===== src/rtl/power_bank.sv =====
// power_bank: multi-channel saturating power-level accumulator with depletion lockout
// Ports: clk, rst (async active-low), clr (sync clear of all channels),
//   powerSetting [2*NUM_CH] per-channel rate, powerMode [NUM_CH] 1=drain 0=charge,
//   powerOutput [WIDTH*NUM_CH] per-channel level, full/empty/lockout/active per-channel flags,
//   tick update strobe shared by all channels.
module power_bank #(
    parameter int NUM_CH        = 2,
    parameter int WIDTH         = 8,
    parameter int MAX_LEVEL     = 179,
    parameter int RECOVER_LEVEL = 16,
    parameter int TICK_DIV      = 1,
    parameter int RATE1         = 1,
    parameter int RATE2         = 2,
    parameter int RATE3         = 3
) (
    input  logic                    clk,
    input  logic                    rst,
    input  logic                    clr,
    input  logic [2*NUM_CH-1:0]     powerSetting,
    input  logic [NUM_CH-1:0]       powerMode,
    output logic [WIDTH*NUM_CH-1:0] powerOutput,
    output logic [NUM_CH-1:0]       full,
    output logic [NUM_CH-1:0]       empty,
    output logic [NUM_CH-1:0]       lockout,
    output logic [NUM_CH-1:0]       active,
    output logic                    tick
);
    localparam int CW = TICK_DIV > 1 ? $clog2(TICK_DIV) : 1;
    typedef enum logic {NORMAL, LOCKOUT} state_t;
    logic [CW-1:0] cnt_q;
    assign tick = cnt_q == CW'(TICK_DIV - 1);
    always_ff @(posedge clk or negedge rst)
        if (!rst) cnt_q <= '0;
        else if (clr || tick) cnt_q <= '0;
        else cnt_q <= cnt_q + CW'(1);
    for (genvar g = 0; g < NUM_CH; g++) begin : g_ch
        logic [WIDTH-1:0] lvl_q;
        state_t           st_q;
        logic [1:0]       set;
        logic [WIDTH:0]   delta, sum, chg, drn;
        assign set = powerSetting[2*g +: 2];
        // One extra bit of headroom so charge overflow and drain underflow are detectable.
        always_comb begin
            delta = set == 2'd0 ? '0 :
                    set == 2'd1 ? (WIDTH+1)'(RATE1) :
                    set == 2'd2 ? (WIDTH+1)'(RATE2) : (WIDTH+1)'(RATE3);
            sum   = {1'b0, lvl_q} + delta;
            chg   = sum > (WIDTH+1)'(MAX_LEVEL) ? (WIDTH+1)'(MAX_LEVEL) : sum;
            drn   = delta > {1'b0, lvl_q} ? '0 : {1'b0, lvl_q} - delta;
        end
        // Reset starts locked out: a channel must be charged to RECOVER_LEVEL before draining.
        always_ff @(posedge clk or negedge rst)
            if (!rst) begin
                lvl_q <= '0;
                st_q  <= LOCKOUT;
            end else if (clr) begin
                lvl_q <= '0;
                st_q  <= NORMAL;
            end else if (tick) begin
                if (!powerMode[g]) begin
                    lvl_q <= chg[WIDTH-1:0];
                    if (chg >= (WIDTH+1)'(RECOVER_LEVEL)) st_q <= NORMAL;
                end else if (st_q == NORMAL) begin
                    lvl_q <= drn[WIDTH-1:0];
                    if (drn == '0 && delta != '0) st_q <= LOCKOUT;
                end
            end
        assign powerOutput[WIDTH*g +: WIDTH] = lvl_q;
        assign full[g]    = lvl_q == WIDTH'(MAX_LEVEL);
        assign empty[g]   = lvl_q == '0;
        assign lockout[g] = st_q == LOCKOUT;
        assign active[g]  = powerMode[g] && set != 2'd0 && st_q == NORMAL && lvl_q != '0;
    end
endmodule


===== config.mk =====
export PLATFORM = sky130hd
export DESIGN_NAME = power_bank
export DESIGN_NICKNAME = d
export VERILOG_FILES = /design/src/rtl/power_bank.sv
export SDC_FILE = /design/constraint.sdc
export NUM_CORES = 1
export LEC_CHECK = 0
export ABC_AREA = 1
export CAP_MARGIN = 20
export CORE_MARGIN = 2
export CORE_UTILIZATION = 49
export CTS_CLUSTER_DIAMETER = 200
export DETAILED_ROUTE_END_ITERATION = 12
export GPL_TIMING_DRIVEN = 0
export PLACE_DENSITY = 0.84
export RECOVER_POWER = 25
export SETUP_SLACK_MARGIN = 0.2
export SYNTH_ARGS = -nofsm -noshare
export SYNTH_HDL_FRONTEND = slang
export SYNTH_SLANG_ARGS = --single-unit

===== constraint.sdc =====
create_clock -name clk -period 2 [get_ports clk]
set_input_delay 0.2 -clock clk [delete_from_list [all_inputs] [get_ports clk]]
set_output_delay 0.2 -clock clk [all_outputs]
set_load 0.02 [all_outputs]

==> flow_summary_export.csv <==
group,metric,value,unit
pwr,power,2.314,mW
detailed_routing,num_vias,2614,
layout,insertedDiodeCount,0,
synthesis,synth_xor_area_share,3.708,%
timing,max-slew-margin-rel,41.04,%
pwr,power_density,721.0,nW/um^2
placement,gp_congestion,0.9457,
clock_tree,cts_tree,"done",
global_route,track_usage,24.86,%
synthesis,netlist-cell-type-count,34,
timing,finalMaxSlewViolations,0,
global_route,grt_pass1_wl,10.05,mm
pwr,p_leak,1.443,nW
setup_path,cp-start-kind,"flip-flop",
global_route,grt_antenna_before_repair,0,
clock_tree,cts_root_buffer,"clkbuf_8",
layout,final_area,3209,um^2
global_route,grt_pass1_vias,2195,
detailed_routing,drt_iter0_markers,359,
synthesis,synth_seq_cells,19,
global_route,grt_max_degree,20,
flow_run,maxCapViolCount,0,
synthesis,synth_mux_area_share,0,%
layout,drive_gt1_share,36.18,%
placement,port_buffers,33,
clock_tree,clkSinkCount,19,
synthesis,yosys.area_share.adder,8.476,%
detailed_routing,wire_per_inst,15.98,um
setup_path,cp_slowest_stage_delay,430,ps
synthesis,synth_top_family_by_area,"simple AND/OR/NAND/NOR gates",
synthesis,synthCells,335,
detailed_routing,drc,0,
timing,fin_tns_setup,-1421,ps
global_route,gr-total-overflow,0,
synthesis,synthSimpleGateAreaFrac,39.61,%
setup_path,path_max_fanout,4,
detailed_routing,drt-total-wl,7.157,mm
timing,fmax,448.5,MHz
timing,whs,500.2,ps
synthesis,async_reset_ff_share,100.0,%
clock_tree,clockBufferDepth,2,
placement,dp_hpwl,4.404,mm
layout,utilization,78.54,%
floorplanning,die_w,69.87,um
timing,hold_viol,0,
timing,period_minus_slack,2229,ps
synthesis,synth_warnings,0,
setup_path,critical_path_arrival,2430,ps
synthesis,seq_area_frac_synth,22.48,%
outcome,violations,"setup timing",
setup_path,worstSetupPathType,"flip-flop to flip-flop",
timing,grt_setup_unrepaired,"true",
floorplanning,num_rows,23,
synthesis,synth_compound_area_share,13.24,%
floorplanning,initial_core_util,52.02,%
detailed_routing,vias_per_cell,5.835,
synthesis,synth_nets,356,
synthesis,synth.avg_cell_area,6.346,um^2
clock_tree,clkTransAtPathRegs,70,ps
setup_path,path_cells,"buf_6 > ha_4 > fa_2 > nand3_4 > nor2_4 > nor2_2 > nand2_2 > o211ai_1 > nor2_1 > a21oi_1 > nand2_1 > nand2_1",
setup_path,path_common_cell,"nand2_1",
timing,fin_crit_sh,111.5,%
outcome,status,"complete, but fails checks",
synthesis,synth_edf_count,0,
floorplanning,die-area,4881,um^2
setup_path,end_kind,"flip-flop",
setup_path,cp.required,2200,ps
timing,layout_setup_ws,-229.5,ps
clock_tree,numCtsBuffers,3,
synthesis,syn_area,2126,um^2
clock_tree,ctsHoldBuffers,0,
detailed_routing,drt_first_pass_iters,8,
pwr,ir_drop,0.0004584,V
timing,setup_viol_count_final,13,
clock_tree,htree_levels,1,
setup_path,crit_slowest_cell,"fa_2",
clock_tree,clock_latency,260,ps
layout,syn_to_final_growth,50.97,%
min_path,holdCritPathClass,"input port to asynchronous set/reset pin",
layout,finalNetCount,420,
floorplanning,coreArea,4086,um^2
synthesis,ys.flop_type,"dfrtp_1",
timing,worstMarginPinSlew,881.5,ps
placement,place_area,2618,um^2
floorplanning,fp.dieH,69.87,um
floorplanning,ios,34,
timing,finClkSkew,4.130,ps
detailed_routing,final_antenna_net_count,0,
[placed cells by master, fill, tap and decap left out, drive strengths merged, types with 2 or more instances in the layout]
master         Yosys  routed
nand2             69      69
nor2              53      53
inv               50      50
buf               10      38
nand3             36      36
clkdlybuf4s50      0      22
o21ai             20      20
a21oi             19      19
dfrtp             17      17
nand4             10      10
clkbuf             2       9
ha                 8       8
nor3               7       7
xor2               6       6
nor4               5       5
fa                 4       4
dlygate4sd2        0       4
a22oi              3       3
xnor2              3       3
a31oi              3       3
o211ai             2       2
nand3b             2       2
dfstp              2       2
[stage by stage]
| stage | setup slack [ps] | std cells |
|---|---|---|
| 4_1_cts | -9.734 | 437 |
| 6_report | -229.5 | 448 |
| 5_1_grt | -355.4 | 448 |
| 2_1_floorplan | 96.41 | 335 |
| 3_5_place_dp | -416.4 | 418 |
| 3_3_place_gp | -385.2 | 418 |
[synthesized netlist by cell type (all sizes together), types with 4 or more instances]
cell   count  share of area (%)
buf       10                3.1
o21ai     20                4.7
dfrtp     17                 20
nand2     69                 13
xor2       6                2.5
a21oi     19                4.8
ha         8                4.7
inv       50                8.8
nor3       7                1.9
fa         4                3.8
nor4       5                1.5
nor2      53                 11
nand4     10                2.9
nand3     36                8.9
[final cells by class]
cell class	count	area, um^2
Buffer	12	80.08
Clock buffer	4	45.04
Fill cell	259	877.1
Inverter	50	197.7
Multi-Input combinational cell	254	1813
Sequential cell	19	486.7
Tap cell	50	62.56
Timing Repair Buffer	59	524.3
[state kept, by name, indices dropped and copies added, names as in the netlist]
signal	flops
g_ch.lvl_q	16
g_ch.st_q	2
cnt_q	1
[what timing repair did]
item                                    CTS  global route
buffers inserted                         15            11
endpoints found under the setup margin   24            24
hold endpoints to repair                  0             0
pin swaps                                28            33
cloned                                    0             0
gates resized for setup                  67            59
[report_power, final]
part	internal (mW)	switching (mW)
combinational	0.617	0.901
clock	0.142	0.128
sequential	0.444	0.0817
total	1.20	1.11
[worst paths after layout]
path	from	to	slack, ps	cells past startpoint
setup reg to reg	g_ch[0].lvl_q[0]	g_ch[0].st_q	-230	12
hold / removal	rst	g_ch[0].lvl_q[6]	500	1
min in group clk	g_ch[1].st_q	g_ch[1].st_q	510	2
setup / recovery	g_ch[0].lvl_q[0]	g_ch[0].st_q	-230	12
hold reg to reg	g_ch[1].st_q	g_ch[1].st_q	510	2
max in group asynchronous	rst	g_ch[0].lvl_q[0]	890	1
[worst max-delay path, delay by kind of cell, from the launching register on]
family                     cells  cell delay (ps)
AOI/OAI and AO/OA              2              420
adders and majority gates      2              590
buffers and inverters          1              130
DFF                            1              420
and+or+nand+nor                7              630
[routing by layer]
| layer | vias to the layer above | part of all wire, % | GRT usage [%] |
|---|---|---|---|
| met1 | 1208 | 41 | 36.13 |
| li1 | 1215 | - | - |
| met5 | - | 0 | 0 |
| met4 | 0 | 1.9 | 4.060 |
| met2 | 162 | 48 | 39.79 |
| met3 | 29 | 8.9 | 3.752 |
[kinds of logic (layout without fill, tap and decap cells)]
logic type,after synthesis,count (layout)
AOI/OAI and AO/OA,50,50
xor gates and xnor gates,9,9
adders and majority gates,12,12
buffers and inverters,62,125
DFF,19,19
other,1,1
and+or+nand+nor,182,182
No activity file was read; power rests on OpenSTA's default activity.
